--- src/rtl/tdm_pkg.sv ---
// Shared definitions for the four-slot TDM link, used by both the demultiplexer
// and the matching transmitter.
package tdm_pkg;

    localparam int TDM_SLOTS = 4;

    typedef logic [1:0] tdm_slot_t;

    typedef enum logic {
        TDM_HUNT   = 1'b0,
        TDM_LOCKED = 1'b1
    } tdm_state_t;

endpackage

--- src/rtl/tdm_demux4_if.sv ---
// Stream-side and frame-side signals of the four-channel TDM demultiplexer.
// The master drives the incoming stream; the slave presents the recovered frame.
interface tdm_demux4_if
    import tdm_pkg::*;
#(
    parameter int WIDTH = 1
);

    logic [WIDTH-1:0] din;
    logic             in_valid;
    logic             frame_sync;
    logic [WIDTH-1:0] a;
    logic [WIDTH-1:0] b;
    logic [WIDTH-1:0] c;
    logic [WIDTH-1:0] d;
    tdm_slot_t        s;
    logic             frame_valid;
    logic             locked;
    logic             sync_err;

    modport master (
        output din, in_valid, frame_sync,
        input  a, b, c, d, s, frame_valid, locked, sync_err
    );

    modport slave (
        input  din, in_valid, frame_sync,
        output a, b, c, d, s, frame_valid, locked, sync_err
    );

endinterface

--- src/rtl/tdm_slot_ctr.sv ---
// Two-bit slot counter: loads 0 or 1 on i_load (which wins over i_inc),
// otherwise counts up on i_inc and wraps 3 -> 0.
module tdm_slot_ctr
    import tdm_pkg::*;
(
    input  logic      clk,
    input  logic      rst_n,
    input  logic      i_inc,
    input  logic      i_load,
    input  logic      i_load_val,
    output tdm_slot_t o_slot
);

    tdm_slot_t r_slot;

    always_ff @(posedge clk) begin
        if (!rst_n) begin
            r_slot <= '0;
        end else if (i_load) begin
            r_slot <= {1'b0, i_load_val};
        end else if (i_inc) begin
            r_slot <= r_slot + 2'd1;
        end
    end

    assign o_slot = r_slot;

endmodule

--- src/rtl/tdm_demux4.sv ---
// Four-channel TDM receiver: recovers frame alignment from frame_sync, stages
// slots 0..2 and publishes all four channels together when slot 3 arrives.
module tdm_demux4
    import tdm_pkg::*;
#(
    parameter int WIDTH = 1
)(
    input  logic         clk,
    input  logic         rst_n,
    tdm_demux4_if.slave  bus
);

    tdm_state_t       r_state;
    logic [WIDTH-1:0] r_stg0;
    logic [WIDTH-1:0] r_stg1;
    logic [WIDTH-1:0] r_stg2;
    logic [WIDTH-1:0] r_a;
    logic [WIDTH-1:0] r_b;
    logic [WIDTH-1:0] r_c;
    logic [WIDTH-1:0] r_d;
    logic             r_frame_valid;
    logic             r_sync_err;

    tdm_slot_t        w_slot;
    logic             w_inc;
    logic             w_load;
    logic             w_load_val;

    // Any accepted sync starts a new frame (slot 1 next); a missing sync clears to 0.
    always_comb begin
        w_inc      = 1'b0;
        w_load     = 1'b0;
        w_load_val = 1'b0;
        if (bus.in_valid) begin
            if (bus.frame_sync) begin
                w_load     = 1'b1;
                w_load_val = 1'b1;
            end else if (r_state == TDM_LOCKED) begin
                if (w_slot == 2'd0) begin
                    w_load = 1'b1;
                end else begin
                    w_inc = 1'b1;
                end
            end
        end
    end

    tdm_slot_ctr u_slot_ctr (
        .clk        (clk),
        .rst_n      (rst_n),
        .i_inc      (w_inc),
        .i_load     (w_load),
        .i_load_val (w_load_val),
        .o_slot     (w_slot)
    );

    always_ff @(posedge clk) begin
        if (!rst_n) begin
            r_state       <= TDM_HUNT;
            r_stg0        <= '0;
            r_stg1        <= '0;
            r_stg2        <= '0;
            r_a           <= '0;
            r_b           <= '0;
            r_c           <= '0;
            r_d           <= '0;
            r_frame_valid <= 1'b0;
            r_sync_err    <= 1'b0;
        end else begin
            r_frame_valid <= 1'b0;
            r_sync_err    <= 1'b0;
            if (bus.in_valid) begin
                case (r_state)
                    TDM_HUNT: begin
                        if (bus.frame_sync) begin
                            r_stg0  <= bus.din;
                            r_state <= TDM_LOCKED;
                        end
                    end
                    TDM_LOCKED: begin
                        if (bus.frame_sync) begin
                            // Early sync abandons the partial frame but keeps lock.
                            r_stg0     <= bus.din;
                            r_sync_err <= (w_slot != 2'd0);
                        end else begin
                            case (w_slot)
                                2'd0: begin
                                    r_sync_err <= 1'b1;
                                    r_state    <= TDM_HUNT;
                                end
                                2'd1: r_stg1 <= bus.din;
                                2'd2: r_stg2 <= bus.din;
                                default: begin
                                    r_a           <= r_stg0;
                                    r_b           <= r_stg1;
                                    r_c           <= r_stg2;
                                    r_d           <= bus.din;
                                    r_frame_valid <= 1'b1;
                                end
                            endcase
                        end
                    end
                    default: r_state <= TDM_HUNT;
                endcase
            end
        end
    end

    assign bus.a           = r_a;
    assign bus.b           = r_b;
    assign bus.c           = r_c;
    assign bus.d           = r_d;
    assign bus.s           = w_slot;
    assign bus.frame_valid = r_frame_valid;
    assign bus.locked      = (r_state == TDM_LOCKED);
    assign bus.sync_err    = r_sync_err;

endmodule

--- src/flat_wrapper.sv ---
// flat-port wrapper written by rule: the top's interface ports become plain ports
module tdm_demux4_flat import tdm_pkg::*;
#(
    parameter int WIDTH = 1
)
  (clk, rst_n, bus_din, bus_in_valid, bus_frame_sync, bus_a, bus_b, bus_c, bus_d, bus_s, bus_frame_valid, bus_locked, bus_sync_err);
  tdm_demux4_if #(.WIDTH(WIDTH)) bus_i ();
  input  logic clk;
  input  logic rst_n;
  input wire logic [$bits(bus_i.din)-1:0] bus_din;
  input wire logic [$bits(bus_i.in_valid)-1:0] bus_in_valid;
  input wire logic [$bits(bus_i.frame_sync)-1:0] bus_frame_sync;
  output wire logic [$bits(bus_i.a)-1:0] bus_a;
  output wire logic [$bits(bus_i.b)-1:0] bus_b;
  output wire logic [$bits(bus_i.c)-1:0] bus_c;
  output wire logic [$bits(bus_i.d)-1:0] bus_d;
  output wire logic [$bits(bus_i.s)-1:0] bus_s;
  output wire logic [$bits(bus_i.frame_valid)-1:0] bus_frame_valid;
  output wire logic [$bits(bus_i.locked)-1:0] bus_locked;
  output wire logic [$bits(bus_i.sync_err)-1:0] bus_sync_err;
  assign bus_i.din = bus_din;
  assign bus_i.in_valid = bus_in_valid;
  assign bus_i.frame_sync = bus_frame_sync;
  assign bus_a = bus_i.a;
  assign bus_b = bus_i.b;
  assign bus_c = bus_i.c;
  assign bus_d = bus_i.d;
  assign bus_s = bus_i.s;
  assign bus_frame_valid = bus_i.frame_valid;
  assign bus_locked = bus_i.locked;
  assign bus_sync_err = bus_i.sync_err;
  tdm_demux4 #(.WIDTH(WIDTH)) u_core (.clk(clk), .rst_n(rst_n), .bus(bus_i));
endmodule
--- config.mk ---
export PLATFORM = sky130hd
export DESIGN_NAME = tdm_demux4_flat
export DESIGN_NICKNAME = d
export VERILOG_FILES = /design/src/rtl/tdm_pkg.sv /design/src/rtl/tdm_demux4_if.sv /design/src/rtl/tdm_slot_ctr.sv /design/src/rtl/tdm_demux4.sv /design/src/flat_wrapper.sv
export SDC_FILE = /design/constraint.sdc
export NUM_CORES = 1
export LEC_CHECK = 0
export CORE_MARGIN = 3
export CORE_UTILIZATION = 40
export DETAILED_ROUTE_END_ITERATION = 7
export PLACE_DENSITY = 0.79
export SLEW_MARGIN = 20
export SYNTH_ARGS = -nofsm -noshare
export SYNTH_HDL_FRONTEND = slang
export SYNTH_SLANG_ARGS = --single-unit
--- constraint.sdc ---
create_clock -name clk -period 2.04 [get_ports clk]
set_clock_uncertainty 0.05 [all_clocks]
set_input_delay 0.306 -clock clk [delete_from_list [all_inputs] [get_ports clk]]
set_output_delay 0.306 -clock clk [all_outputs]
set_load 0.005 [all_outputs]
Yosys cells after proc, flatten, opt, wreduce, memory -nomap -nowiden

Cells that the tools add are included.

$mul: 0
Divide/modulo/power cells: 0
Magnitude comparators: 0
Mux-type cells: 17
Bitwise logic cells: 5
Shifts and indexed selects: 0
Add/subtract/negate cells: 1
Equality and inequality tests: 2
Reductions and logical operators: 11

Operators by type and width:

| kind                                           | count |
|---|---|
| 2-to-1 mux 1 bit                               | 16 |
| AND reduction 4 bit                            | 3 |
| NOT 1 bit                                      | 5 |
| nonzero test 2 bit                             | 2 |
| OR reduction 4 bit                             | 1 |
| AND reduction 3 bit                            | 1 |
| OR reduction 3 bit                             | 1 |
| adder 2 x 1 -> 2 bit (second input constant)   | 1 |
| == test 2 x 1 -> 1 bit (second input constant) | 1 |
| == test 2 bit (second input constant)          | 1 |
| zero test 2 bit                                | 1 |
| case mux 1 bit (2 select lines)                | 1 |
| AND reduction 2 bit                            | 1 |
| OR reduction 2 bit                             | 1 |

ROM bits: 0
Input bits: 5
Bits in latches: 0
RAM bits: 0
Logic and storage cells: 48
Register bits after elaboration: 12
Memories: 0
Output and inout port bits: 9

Logic depth before layout (Yosys ltp)

Depth after elaboration: 7
Mapped depth: 5
Depth with buffers taken out: 5

Modules after synthesis

Synthesis repeated with hierarchy kept, for this count alone.

Cell total of the unflattened synthesis: 52
Area, all modules: 535.5 sq um

By module, submodules not included:

| module       | seq. area each (sq um) | area each (sq um) | cells an instance | times used |
|---|---|---|---|---|
| tdm_demux4   | 200.2                  | 439.2             | 43                | 1 |
| tdm_slot_ctr | 40.0                   | 96.3              | 9                 | 1 |

Least setup slack after synthesis

OpenSTA, ideal clock, no wires.

Path type: register -> register
Start point: reg u_core.u_slot_ctr.r_slot[0], in the netlist u_core.u_slot_ctr.o_slot[0]
End point: reg u_core.u_slot_ctr.r_slot[1], in the netlist u_core.u_slot_ctr.o_slot[1]
Path buffers: 0
Library setup time: 121 ps
Cell stages (with the launch flop): 6
Required time: 1,869 ps
Slack: 609 ps
Data arrival time: 1,260 ps
Clock period less this slack: 1,431 ps
Cells stage by stage: dfxtp_1 inv_1 ha_1 and4bb_1 mux2i_1 nor3b_2

Word-level cells in the longest chain between the ends: 6
Elaborated cells between the ends (all ways): 11
Those cells by class: add/sub (1); mux (8); reduce/logical (2)

Ends and longest elaborated chain:

| item                         | line               | RTL |
|---|---|---|
| from (decl)                  | tdm_slot_ctr.sv:14 | `tdm_slot_t r_slot;` |
| from (signal assigned)       | tdm_slot_ctr.sv:20 | `r_slot <= {1'b0, i_load_val};` |
| from (signal assigned)       | tdm_slot_ctr.sv:22 | `r_slot <= r_slot + 2'd1;` |
| zero test 2 bit              | tdm_demux4.sv:39   | `if (w_slot == 2'd0) begin` |
| 2-to-1 mux 1 bit             | tdm_demux4.sv:39   |  |
| 2-to-1 mux 1 bit             | tdm_demux4.sv:38   | `end else if (r_state == TDM_LOCKED) begin` |
| 2-to-1 mux 1 bit             | tdm_demux4.sv:35   | `if (bus.frame_sync) begin` |
| 2-to-1 mux 1 bit             | tdm_demux4.sv:34   | `if (bus.in_valid) begin` |
| OR reduction 2 bit (no line) | --                 |  |

Several ways; a longest one is shown, not always the timed one.
A chain may end at the register's enable or synchronous reset.

Worst setup path in the final report

Start point: reg u_core.r_state, in the netlist u_core.bus.locked
End point: out bus_locked

RTL lines:

| item                   | line               | RTL |
|---|---|---|
| from (decl)            | tdm_demux4.sv:13   | `tdm_state_t r_state;` |
| from (signal assigned) | tdm_demux4.sv:59   | `r_state <= TDM_HUNT;` |
| from (signal assigned) | tdm_demux4.sv:77   | `r_state <= TDM_LOCKED;` |
| from (signal assigned) | tdm_demux4.sv:89   | `r_state <= TDM_HUNT;` |
| to (decl)              | flat_wrapper.sv:19 | `output wire logic [$bits(bus_i.locked)-1:0] bus_locked;` |

No word-level cell between the ends.

==> results_dict.tcl <==
set metrics [dict create \
    dieArea_um2 1830 \
    p_leak_uw 0.000289 \
    synth-seq-area-share_pct 44.3 \
    status "finished clean" \
    crit_path_end_kind "output port" \
    grt_pass1_vias 409 \
    synth_area_per_cell_um2 9.50 \
    hpwl_um 804 \
    start_util_pct 45.7 \
    final_antenna_net_count 0 \
    use_met2_pct 19.8 \
    placementRows 12 \
    arrival_ns 1.23 \
    setup_violations 0 \
    start_kind "flip-flop" \
    synthToLayoutAreaGrowth_pct 33.3 \
    routed_wl_mm 1.06 \
    max-vdd-ir-drop_uv 520 \
    core_area_um2 1190 \
    grt_busiest_layer "met2" \
    crit_required_ns 1.68 \
    syn_nets 67 \
    path_delay_family "buffers and inverters" \
    fin_crit_ns 1.59 \
    worst_slew_pin_slew_ns 0.441 \
    use_met3_pct 7.63 \
    period_share_pct 77.9 \
    setup_ws_ns 0.451 \
    drive_gt1_share_pct 8.22 \
    clkTransAtPathRegs_ns 0.07 \
    vias 447 \
    place_congestion 0.754 \
    wl_per_cell_um 12.2 \
    grt_max_degree 15 \
    synth_seq_cells 12 \
    synth_cells 57 \
    critPathBufInv 1 \
    rsz0062_at_grt "no" \
    worstSetupPathType "reg2out" \
    grt_use_total_pct 13.5 \
    cts_hold_buffers 0 \
    cp_cell_sequence "clkdlybuf4s50_1" \
    slew_headroom_pct 70.5 \
    first_pass_iters 4 \
    max-cap-violations 0 \
    fmax_mhz 629 \
    cts_max_path_buffers 2 \
    fp.dieW_um 42.8 \
    cts_buffers 3 \
    hold_viol 0 \
    clock_sinks 12 \
    antenna_found_initial 0 \
    slowest_stage "clkdlybuf4s50_1" \
    io_pins 14 \
    p_per_area_nw_per_um2 654 \
    critPathMaxFanout 7 \
    cts_setup_buffers 0 \
    hold_class "reg2reg" \
    cts_max_level 1 \
    drv_slew 0 \
    final_nets 84 \
    clk_latency_ns 0.27 \
    routed_via_density 5.14 \
    drc_errors 0 \
    synth.cell_area_um2 542 \
    tns_ns 0 \
    die_y_um 42.8 \
    final_cell_mix "clkdlybuf4s50_1 (13), dfxtp_1 (12), nand2_1 (10), nand3_1 (6)" \
    max_stage_delay_ns 0.53 \
    place_worst_setup_slack_ns 0.379 \
    synth_warnings 0 \
    use_met1_pct 16.8 \
    grt_pass1_wl_mm 1.82 \
    grt-ovfl-total 0 \
    antennaDiodeCount 0 \
    post_cts_resize_count 0 \
    numPortBuffers 13 \
    layout_commonest_cell "clkdlybuf4s50_1" \
    root_buffer "clkbuf_4" \
    drt-initial-drc-count 7 \
    yosysUniqueCellTypes 19 \
    cts_tree "built" \
]
## Yosys cell counts (all sizes together)
master | n | area [µm²]
dfxtp | 12 | 240
nand2 | 10 | 37.5
nand3 | 6 | 30.0
ha | 5 | 62.6
o21ai | 5 | 25.0
mux2i | 3 | 30.0
a21boi | 2 | 15.0
inv | 2 | 7.51
nor2b | 2 | 12.5
a21oi | 1 | 5.00
and3 | 1 | 6.26
and3b | 1 | 10.0
and4bb | 1 | 12.5
clkbuf | 1 | 3.75
nand4b | 1 | 8.76
nor2 | 1 | 3.75
nor3b | 1 | 12.5
o311a | 1 | 10.0
xnor2 | 1 | 8.76
## layer usage
layer	wire length, µm	vias up
met5	0	-
met4	8	0
met3	70	2
met2	473	15
met1	510	201
li1	-	229
## per-stage QoR
step / power (µW) / util, % / hold slack [ns] / std cells / area (µm²)
final: 472 / 60.9 / 0.420 / 87 / 722
after global routing: 494 / 60.9 / 0.442 / 87 / 722
after CTS: 481 / 60.9 / 0.427 / 87 / 722
after detailed placement: 294 / 57.8 / 0.417 / 83 / 686
after global placement: 292 / 57.8 / 0.410 / 83 / 686
after floorplan: 270 / - / 0.386 / 57 / 542
## report_power, final
group          leakage (µW)  switching [µW]  internal (µW)  total [µW]
Sequential        0.0000972            4.95            238         243
Clock             0.0000210            74.9            109         183
Combinational      0.000171            21.2           24.2        45.4
## logic make-up after synthesis
logic type	synth area share (%)
buffers and inverters	2.08
muxes	5.54
xor gates and xnor gates	1.62
DFF	44.3
and+or+nand+nor	24.7
adders and majority gates	11.5
AOI/OAI and AO/OA	10.2
## worst paths after layout
kind | startpoint | endpoint | slack (ns) | cells after the start
min | u_core.r_stg0 | u_core.bus.a | 0.42 | 2
min reg2reg | u_core.r_stg0 | u_core.bus.a | 0.42 | 2
max | u_core.bus.locked | bus_locked | 0.45 | 1
max reg2reg | u_core.u_slot_ctr.o_slot[0] | u_core.u_slot_ctr.o_slot[1] | 0.48 | 5
## flip-flops by register name (all words and copies together), names as in the netlist
register,flops
u_core.bus.sync_err,1
u_core.bus.c,1
u_core.bus.d,1
u_core.r_stg1,1
u_core.u_slot_ctr.o_slot,2
u_core.r_stg0,1
u_core.bus.b,1
u_core.bus.locked,1
u_core.r_stg2,1
u_core.bus.frame_valid,1
u_core.bus.a,1
## tightest hold or removal path, cell delays in order, from the launching register on
cell,delay (ns)
dfxtp_1,0.32
nand2_1,0.05
o21ai_0,0.06
## final cells by class
type / count / area [µm²]
Timing Repair Buffer: 13 / 130
Fill cell: 105 / 464
Sequential cell: 12 / 240
Tap cell: 14 / 17.5
Clock buffer: 4 / 36.3
Multi-Input combinational cell: 42 / 290
Inverter: 2 / 7.51
Note: power is estimated with default switching activity, not from simulation.
==> RTL change, RTL diff (same settings) <==
Make the reset (`rst_n`) asynchronous in 2 clocked blocks.
--- a/src/rtl/tdm_slot_ctr.sv
+++ b/src/rtl/tdm_slot_ctr.sv
@@ -13,7 +13,7 @@
 
     tdm_slot_t r_slot;
 
-    always_ff @(posedge clk) begin
+    always_ff @(posedge clk or negedge rst_n) begin
         if (!rst_n) begin
             r_slot <= '0;
         end else if (i_load) begin
--- a/src/rtl/tdm_demux4.sv
+++ b/src/rtl/tdm_demux4.sv
@@ -54,7 +54,7 @@
         .o_slot     (w_slot)
     );
 
-    always_ff @(posedge clk) begin
+    always_ff @(posedge clk or negedge rst_n) begin
         if (!rst_n) begin
             r_state       <= TDM_HUNT;
             r_stg0        <= '0;
Check against the original RTL: differs if rst_n is asserted again (counterexample within 4 cycles, from zero or initial values and one cycle with rst_n low); with rst_n held inactive, the same outputs for 10 cycles.
==> RTL change against the original RTL <==
Area after synthesis increased by 8.8%; global-route usage decreased by 1.4 points; final area increased by 4.2%; non-clock buffer count unchanged; core utilization decreased by 4.5 points; worst setup slack got worse by 0.16 ns; routed wire length decreased by 11%; count of clock-buffer cells in the layout unchanged; sequential cell count unchanged; critical endpoint unchanged.
Power is not compared: it rests on default switching activity, and its combinational part moved more than twofold at a synthesized area within 25%.
==> RTL change: results (changes against the original RTL) <==
metric	value	unit	change
largest buffer count on any clock path	2		unchanged
dominant delay contributor by cell family on the critical path	buffers and inverters		
Worst Path Max Fanout	10		+3
number of buffers inserted to repair setup after CTS	0		unchanged
vias per std cell	5.164		+0.51%
total clock buffers created by CTS	3		unchanged
worst supply voltage drop on vdd	0.5612	mV	
final count of pins violating max slew	0		unchanged
Worst Setup SP	u_core.bus.locked$_DFFE_PN0P_		
number of gates given a new drive strength after cts	0		unchanged
number of placed cells counting well taps	69		-17%
global-route wire length before repair	1.704	mm	-6.4%
routed via count	377		-16%
Setup WS pre-CTS	0.3450	ns	-0.03415 ns
number of detailed-routing iterations run before antenna repair	3		-1
all-layer global routing usage	0.1214		-0.01379
number of global-route vias before repair	394		-3.7%
Lkg Pwr	0.3664	nW	
Routed wire per std cell	13.01	microns	+6.6%
worst endpoint data arrival time	1.40	ns	+0.17 ns
instance count of the mapped netlist	43		-25%
leading cell types by count after synthesis	sky130_fd_sc_hd__dfrtp_1 (12), sky130_fd_sc_hd__ha_1 (5), sky130_fd_sc_hd__mux2_2 (5), sky130_fd_sc_hd__inv_1 (4), sky130_fd_sc_hd__nand4b_1 (3)		
master cell of the clock root buffer	sky130_fd_sc_hd__clkbuf_4		
reg-to-reg startpoint	u_core.u_slot_ctr.o_slot[0]$_DFFE_PN0P_		
total of buffers placed on input and output ports	13		unchanged
Max stage delay on crit path	0.58	ns	+0.05 ns
Min-Delay Path Class	primary input to async pin		
Yosys warning count	0		unchanged
relative slew slack	0.6461		-0.05919
clock-pin slew of the registers on the worst-case setup and hold paths	0.07	ns	about the same
maximum number of pins on one net before global-route repair	13		-2
routability cong.	0.7724		+2.4%
run status	finished clean		
Synth cell types	16		-3
flip-flop count of the largest register, all copies and words added	2		unchanged
synthesized net count	53		-21%
insertion delay of the later-clocked pin in the worst-skew pair	0.26	ns	
largest cells by area after synthesis	sky130_fd_sc_hd__dfrtp_1 (51%), sky130_fd_sc_hd__ha_1 (11%), sky130_fd_sc_hd__mux2_2 (9.6%)		
share of the yosys chip area belonging to registers	0.5096		+0.06614
async set-reset flop share out of synthesis	1.000		+1.000
primary flip-flop cell chosen by synthesis mapping	sky130_fd_sc_hd__dfrtp_1		
layout cell share with drive strength beyond 1	0.1897		+0.1075
placed wire-length estimate after detailed placement	708.8	microns	-12%
htree depth	1		unchanged
DR iter-0 viols	2		-5
==> RTL change: path summary, 6_finish.rpt <==
path,end,slack (ns),depth (start not counted)
max in group asynchronous,u_core.r_stg1$_DFFE_PN0P_,1.25,1
min in group clk,u_core.r_stg2$_DFFE_PN0P_,0.45,1
min,u_core.bus.frame_valid$_DFF_PN0_,0.34,1
max,bus_locked,0.29,1
max reg2reg,u_core.bus.d$_DFFE_PN0P_,0.71,3
min reg2reg,u_core.r_stg2$_DFFE_PN0P_,0.45,1
==> RTL change: stage by stage <==
stage	total power, W	area [sq um]	hold slack [ns]
after floorplan	0.0005861	589.3	-0.03959
after global placement	0.0007653	715.7	0.4312
after detailed placement	0.0007780	715.7	0.4391
after CTS	0.0009656	752.0	0.3473
after global routing	0.001020	752.0	0.3829
final	0.0009478	752.0	0.3386
==> RTL change: kinds of logic after synthesis <==
family | count (synthesis) | synth area share
buffers and inverters | 6 | 0.06368
DFF | 12 | 0.5096
muxes | 7 | 0.1337
and+or+nand+nor | 9 | 0.1359
AOI/OAI and AO/OA | 4 | 0.05096
adders and majority gates | 5 | 0.1062
==> RTL change: layout make-up <==
cell class	count	area, sq um
clock buffers	4	36.28
flip-flops and latches	12	300.3
fillers	109	581.8
inverters	4	15.01
multi-input cells	25	251.5
well taps	15	18.77
repair buffers	13	130.1
==> RTL change: per-layer routing <==
metal,part of all wire,GRT usage,vias up
met4,0.018,0.07229,0
met5,0,0,-
met3,0.066,0.04065,2
met2,0.45,0.1773,11
met1,0.47,0.1550,183
li1,-,-,181
==> RTL change: power by group <==
| part | internal (W) | total (W) | switching (W) |
|---|---|---|---|
| Clock | 0.000108 | 0.000181 | 0.0000729 |
| Combinational | 0.000231 | 0.000351 | 0.000120 |
| Sequential | 0.000330 | 0.000416 | 0.0000855 |
